## config.mk

```make
export PLATFORM = sky130hd
export DESIGN_NAME = pot_scan_ctrl
export DESIGN_NICKNAME = d
export VERILOG_FILES = /design/src/rtl/pot_scan_ctrl.sv
export SDC_FILE = /design/constraint.sdc
export NUM_CORES = 1
export LEC_CHECK = 0
export BUFFER_PORTS_ARGS = -buffer_cell sky130_fd_sc_hd__clkbuf_2
export CAP_MARGIN = 15
export CORE_MARGIN = 1
export CORE_UTILIZATION = 47
export CTS_BUF_LIST = sky130_fd_sc_hd__clkbuf_4 sky130_fd_sc_hd__clkbuf_8 sky130_fd_sc_hd__clkbuf_16
export DETAILED_ROUTE_END_ITERATION = 10
export PLACE_DENSITY = 0.75
export SLEW_MARGIN = 20
export SYNTH_ARGS = -nofsm -noshare
export SYNTH_HDL_FRONTEND = slang
export SYNTH_SLANG_ARGS = --single-unit
```

## constraint.sdc

```tcl
create_clock -name clk -period 1.7 [get_ports clk]
set_input_delay 0.34 -clock clk [delete_from_list [all_inputs] [get_ports clk]]
set_output_delay 0.34 -clock clk [all_outputs]
set_load 0.02 [all_outputs]
```

## src/rtl/pot_scan_ctrl.sv

```systemverilog
// Shared POKEY paddle scanner: dumps all eight pot capacitors, runs one scan
// counter, and captures each channel's count when its comparator trips.
module pot_scan_ctrl #(
    parameter int MAX_COUNT  = 228,
    parameter int DUMP_TICKS = 2,
    parameter int CW         = 8
) (
    input  logic              clk,
    input  logic              rst,
    input  logic              line_tick,
    input  logic              fast_scan,
    input  logic              potgo_wr,
    input  logic [7:0]        pot_in,
    output logic              pot_dump,
    output logic [8*CW-1:0]   pot_val,
    output logic [7:0]        allpot,
    output logic              scan_busy,
    output logic              scan_done
);

    typedef enum logic [1:0] {
        IDLE = 2'd0,
        DUMP = 2'd1,
        SCAN = 2'd2
    } state_t;

    localparam logic [CW-1:0] MAX_C     = CW'(MAX_COUNT);
    localparam logic [CW-1:0] DUMP_LAST = CW'(DUMP_TICKS - 1);

    state_t            state_q;
    logic [CW-1:0]     cnt_q;
    logic [7:0]        allpot_q;
    logic [8*CW-1:0]   pot_val_q;
    logic [8*CW-1:0]   pot_val_d;
    logic              pot_dump_q;
    logic              scan_busy_q;
    logic              scan_done_q;

    logic              tick_s;
    logic              timeout_s;
    logic [7:0]        cap_s;
    logic [7:0]        rest_s;

    assign tick_s    = fast_scan ? 1'b1 : line_tick;
    assign timeout_s = (cnt_q == MAX_C);
    assign cap_s     = allpot_q & pot_in;
    assign rest_s    = allpot_q & ~pot_in;

    // Per-channel value a SCAN tick would write: timeout forces pending channels to MAX_COUNT.
    always_comb begin
        pot_val_d = pot_val_q;
        for (int n = 0; n < 8; n++) begin
            if (timeout_s) begin
                if (allpot_q[n]) begin
                    pot_val_d[n*CW +: CW] = MAX_C;
                end else begin
                    pot_val_d[n*CW +: CW] = pot_val_q[n*CW +: CW];
                end
            end else if (cap_s[n]) begin
                pot_val_d[n*CW +: CW] = cnt_q;
            end else begin
                pot_val_d[n*CW +: CW] = pot_val_q[n*CW +: CW];
            end
        end
    end

    // Scan sequencer with registered outputs; potgo_wr restarts from any state.
    always_ff @(posedge clk) begin
        if (rst) begin
            state_q     <= IDLE;
            cnt_q       <= {CW{1'b0}};
            allpot_q    <= 8'h00;
            pot_val_q   <= {(8*CW){1'b0}};
            pot_dump_q  <= 1'b1;
            scan_busy_q <= 1'b0;
            scan_done_q <= 1'b0;
        end else begin
            scan_done_q <= 1'b0;
            case (state_q)
                IDLE, DUMP, SCAN: begin
                    if (potgo_wr) begin
                        state_q     <= DUMP;
                        cnt_q       <= {CW{1'b0}};
                        allpot_q    <= 8'hFF;
                        pot_dump_q  <= 1'b1;
                        scan_busy_q <= 1'b1;
                    end else if (!tick_s || state_q == IDLE) begin
                        state_q <= state_q;
                    end else if (state_q == DUMP) begin
                        if (cnt_q == DUMP_LAST) begin
                            cnt_q      <= {CW{1'b0}};
                            state_q    <= SCAN;
                            pot_dump_q <= 1'b0;
                        end else begin
                            cnt_q <= cnt_q + {{(CW-1){1'b0}}, 1'b1};
                        end
                    end else begin
                        pot_val_q <= pot_val_d;
                        // Scan ends on timeout or once no channel remains pending.
                        if (timeout_s || rest_s == 8'h00) begin
                            allpot_q    <= 8'h00;
                            state_q     <= IDLE;
                            scan_done_q <= 1'b1;
                            scan_busy_q <= 1'b0;
                            pot_dump_q  <= 1'b1;
                        end else begin
                            allpot_q <= rest_s;
                        end
                        if (timeout_s) begin
                            cnt_q <= cnt_q;
                        end else begin
                            cnt_q <= cnt_q + {{(CW-1){1'b0}}, 1'b1};
                        end
                    end
                end
                default: begin
                    state_q     <= IDLE;
                    cnt_q       <= {CW{1'b0}};
                    allpot_q    <= 8'h00;
                    pot_val_q   <= {(8*CW){1'b0}};
                    pot_dump_q  <= 1'b1;
                    scan_busy_q <= 1'b0;
                    scan_done_q <= 1'b0;
                end
            endcase
        end
    end

    assign pot_dump  = pot_dump_q;
    assign pot_val   = pot_val_q;
    assign allpot    = allpot_q;
    assign scan_busy = scan_busy_q;
    assign scan_done = scan_done_q;

endmodule

```

; Word level (Yosys, flattened, before mapping)
; Cells that the tools add are included.
; W data, S select, Z words.
[op_classes]
addsub = 1
eq_ne = 17
mux = 45
bitwise_logic = 7
n_reduce_logical = 33
[op_table]
columns = operator, count
row1 = $mux W8, 31
row2 = $reduce_and A5 Y1, 8
row3 = $ne A2 B2 Y1 const B, 10
row4 = $reduce_bool A2 Y1, 10
row5 = $and A8 B8 Y8, 2
row6 = $mux W1, 11
row7 = $reduce_and A3 Y1, 3
row8 = $add A8 B1 Y8 const B, 1
row9 = $eq A8 B1 Y1 const B, 1
row10 = $eq A8 B8 Y1 const B, 1
row11 = $logic_not A8 Y1, 1
row12 = $not A8 Y8, 1
row13 = $mux W2, 3
row14 = $reduce_or A3 Y1, 2
row15 = $reduce_or A5 Y1, 1
row16 = $ne A2 B1 Y1 const B, 2
row17 = $not A1 Y1, 4
row18 = $reduce_and A2 Y1, 2
row19 = $ne A3 B2 Y1 const B, 1
row20 = $reduce_bool A3 Y1, 1
row21 = $eq A2 B1 Y1 const B, 1
row22 = $eq A2 B2 Y1 const B, 1
row23 = $logic_not A2 Y1, 1
row24 = $logic_or A1 B1 Y1, 2
row25 = other kinds (2), 2
[totals]
register_bits = 85
input_bits = 13
output_inout_bits = 75
elab_cells = 118

; Longest topological paths before layout
[depth]
word_depth = 8
depth_mapped = 7
depth_no_buf = 6

; Least setup slack after synthesis
; No wires, ideal clock.
[synth_path]
path_kind = flip-flop to flip-flop
start = register cnt_q[0]
end = register cnt_q[7]
setup_time_ns = 0.067
arrival_ns = 1.538
required_ns = 1.633
path_slack_ns = 0.095
path_stages_with_launch = 7
n_path_buf = 0
synth_period_minus_slack_ns = 1.605
path_cell_list = dfxtp_1 -> inv_1 -> ha_1 -> nand4_1 -> o21ai_4 -> or4_4 -> a21oi_2
[synth_between]
elab_chain_cells = 3
elab_cells_between_ends = 8
classes_between = add/sub: 1 / eq/ne: 3 / mux: 3 / reduce/logical: 1
[synth_rtl]
columns = element, line_no
row1 = from (decl), 31  ; logic [CW-1:0] cnt_q;
row2 = from (signal assigned), 71  ; cnt_q <= {CW{1'b0}};
row3 = from (signal assigned), 83  ; cnt_q <= {CW{1'b0}};
row4 = from (signal assigned), 91  ; cnt_q <= {CW{1'b0}};
row5 = $add A8 B1 Y8 (tied with other cells), "95, 112"
row6 = $mux W8 (tied with other cells), 109  ; if (timeout_s) begin
row7 = $mux W8 / $reduce_and A2 Y1 (equally long branches), -
; Several ways; a longest one is shown, not always the timed one. The select of a mux whose other input is x is not followed.
; A chain may end at the register's enable or synchronous reset.

; Worst setup path after layout
; Ends and elaborated chain as after synthesis.

==> summary.txt <==
Run status
  – Status: complete, no violations

Setup path
  – Max incr delay on CP: around 0.52 ns
  – Crit-path max FO: 4
  – Endpoint class of the critical path: flop
  – Slowest-stage cell, CP: or4_4
  – Critical path class: reg -> reg
  – R2R depth: 6
  – Reg-to-reg slack, setup: ~0.12 ns
  – Crit path required time: between 1.5 and 2 ns
  – Critical path, cell by cell: inv_1 -> ha_2 -> nand4_1 -> o21ai_4 -> or4_4 -> a21oi_2
  – Critical Path Start: cnt_q[0]
  – Crit path DAT: 1.87 ns
  – End of the worst register-to-register path: cnt_q[7]
  – Worst r2r src: cnt_q[0]
  – Startpoint types: flop

Global route
  – Number of global-route vias before repair: ~2,700
  – Largest net degree at the start of global routing: 31
  – Initial antenna violation count: 0
  – First-pass GRT wire length: about 13,000 µm
  – Total grt overflow: 0
  – Gr usage total: 22.9%

Timing
  – Slew Viols, Final: 0
  – Final hold vios: 0
  – Setup violators final: 0
  – Slew HR: a little under three quarters
  – Setup TNS: 0 ns
  – Achievable Freq: between 600 and 700 MHz
  – Slew @ Worst Pin: 0.435 ns
  – Worst-case clock skew: between 0.015 and 0.02 ns
  – RSZ-0062 raised after global routing: no
  – Post-route clock period utilization: between 90 and 100%
  – Period minus WS final: 1.58 ns

Yosys
  – Synth cell types: 43
  – Mapped cell area: approximately 3500 µm²
  – Sequential share of the synthesized area: approximately half
  – Synthesized-area fraction occupied by and/or/nand/nor cells: about 17%
  – Ys flop type: dfxtp_1
  – Mapped Nets: 353
  – Multiplexer share of the synthesized area: between 10% and 20%
  – Compound-Gate Fraction of Synth Area: between 10% and 20%
  – Post-synth top area share: 48.3%
  – Most frequent cells after synthesis: dfxtp_1 (85), nand2_1 (73), mux2i_1 (65)
  – Ys Warns: 0
  – Adder-cell share of the synthesized area: ~1.1%
  – Seq cells post-synth: 85
  – Avg Inst Size Synth: between 10 and 15 µm²
  – Most common cell in the netlist: dfxtp_1
  – Cell taking the most area after synthesis: dfxtp_1
  – Synth top area cells: dfxtp_1 (48%), mux2i_1 (18%), nand2_1 (7.8%)
  – XOR/XNOR share of the synthesized area: less than 1%
  – Async SR Flop Fraction: 0%
  – Largest family of logic cells by synthesized area: multiplexers
  – Post-synth EDFFs: 0
  – Post-Syn Instances: about 340

Layout
  – ANT cells: 0
  – Nets: roughly 470
  – Multi-input logic area: 1780 µm²
  – Fillers: 607
  – FF/Latch Area: 1700 µm²
  – Syn-to-layout area delta: 30.3%
  – Proportion of layout cells with a drive suffix above 1: between 30% and 40%

Clocking
  – Clk buf depth: 2
  – Worst skew pair latency: around 0.36 ns
  – H-tree Lvls: 3
  – Total CTS buffers: 9
  – Clock transition at path regs: approximately 0.090 ns
  – CTS tree: done
  – Clk root buf: clkbuf_8
  – Sink Count: 85

Place
  – Routability Congestion: around 0.84
  – DP HPWL: 6140 µm
  – Number of port buffers: a little under 90

Min path
  – Hold_sp: pot_in[5]
  – Hold endpoint: allpot[5]
  – WHS Path Cells: 3
  – Min-Delay Path Class: in -> reg

Floorplanning
  – Die width: ~89 µm
  – Row Count: 31
  – Placeable core area: a little over 7000 µm²
  – Boundary Pins: between 80 and 90
  – Die height: between 80 and 90 µm
  – Initial Util: 48.5%
  – Die ar.: between 7000 and 8000 µm²

Routing
  – Post-route ant nets: 0
  – DRT Pass-1 Iters: 4
  – Avg WL per Cell: between 15 and 20 µm
  – Vias/cell: 5.12
  – Final wirelength: between 8000 and 9000 µm
  – DR DRC count: 0
  – DR iter-0 viols: around 190
  – DR vias: ~2,800

Run
  – Max-Cap Viols: 0

Power and ir drop
  – LEAKAGE: approximately 2.3 nW
  – Final Power: about 3.8 mW
  – Worst VDD drop: 0.481 mV
  – Power Dens Cells: a little over 800 nW/µm²
## power breakdown
group          switching [mW]  internal (mW)
logic                   0.134         0.0883
registers              0.0268           2.01
clock network           0.809          0.713
total                   0.970           2.81
## layout by cell type (no fill, tap or decap), types with 2 or more instances in the layout
cell type / n
clkbuf_2: 87
dfxtp_1: 83
nand2_1: 72
mux2i_1: 65
buf_4: 21
nor2_1: 15
nor2b_1: 9
clkbuf_8: 9
o211ai_4: 8
buf_12: 7
a221oi_1: 6
inv_1: 5
nand4_1: 4
o21ai_1: 4
or4_1: 3
a21oi_1: 3
nor3_1: 3
a31oi_1: 3
xnor2_1: 3
nand3_2: 2
nor4_2: 2
o31ai_1: 2
nand3_1: 2
o211a_1: 2
ha_1: 2
inv_8: 2
inv_6: 2
dfxtp_2: 2
## per-stage QoR
step / hold WS (ns) / util [%] / instance area (µm²) / std cells / setup WS (ns)
finish: 0.329 / 63.2 / 4580 / 555 / 0.125
global placement: 0.443 / 58.7 / 4260 / 534 / 0.0685
CTS: 0.317 / 61.6 / 4470 / 550 / 0.00796
floorplan: 0.466 / - / 3520 / 337 / 0.0945
detailed placement: 0.451 / 58.7 / 4260 / 534 / 0.00711
global route: 0.346 / 63.2 / 4580 / 555 / 0.0412
## routing by layer
metal	GRT usage, %	part of all wire (%)	up-vias
met4	7.33	0.57	0
met5	0	0	-
met1	31.5	46	1332
met3	3.82	6.1	5
li1	-	-	1413
met2	36.6	47	94
## registers in the layout (all words and copies together), names as in the netlist
signal / flops
scan_busy: 1
pot_val: 64
state_q: 2
scan_done: 1
allpot: 8
pot_dump: 1
cnt_q: 8
## layout make-up
type                    instances  area share, %
multi-input cells             234           38.9
flip-flops and latches         85           37.2
repair buffers                116           16.2
clock buffers                   9           2.70
well taps                      99           2.70
clock inverters                 7           1.88
inverters                       5          0.409
## how the worst max path moves through the flow
stage	endpoint	slack [ns]	depth (start not counted)
2_1_floorplan	cnt_q[7]	0.09	6
3_3_place_gp	pot_val[49]	0.07	6
3_5_place_dp	pot_val[1]	0.007	6
4_1_cts	pot_val[56]	0.008	5
5_1_grt	cnt_q[7]	0.04	6
6_report	cnt_q[7]	0.12	6
## cell families (layout without fill, tap and decap cells)
kind of cell               after synthesis  in the layout
and+or+nand+nor                        121            122
DFF                                     85             85
muxes                                   65             65
AOI/OAI and AO/OA                       40             40
buffers and inverters                   19            137
xor gates and xnor gates                 4              4
adders and majority gates                3              3
## critical path: cells and delay by family, from the launching register on
family | cells | cell delay [ns]
AOI/OAI and AO/OA | 2 | 0.23
and+or+nand+nor | 2 | 0.69
DFF | 1 | 0.34
buffers and inverters | 1 | 0.06
adders and majority gates | 1 | 0.20
## timing repair
item	CTS	global route
resized for setup	1	9
setup buffers	0	4
endpoints found under the setup margin	4	71
hold buffers	0	0
gates cloned	0	1
pin swaps	0	6
(Power assumes the default switching activity.)
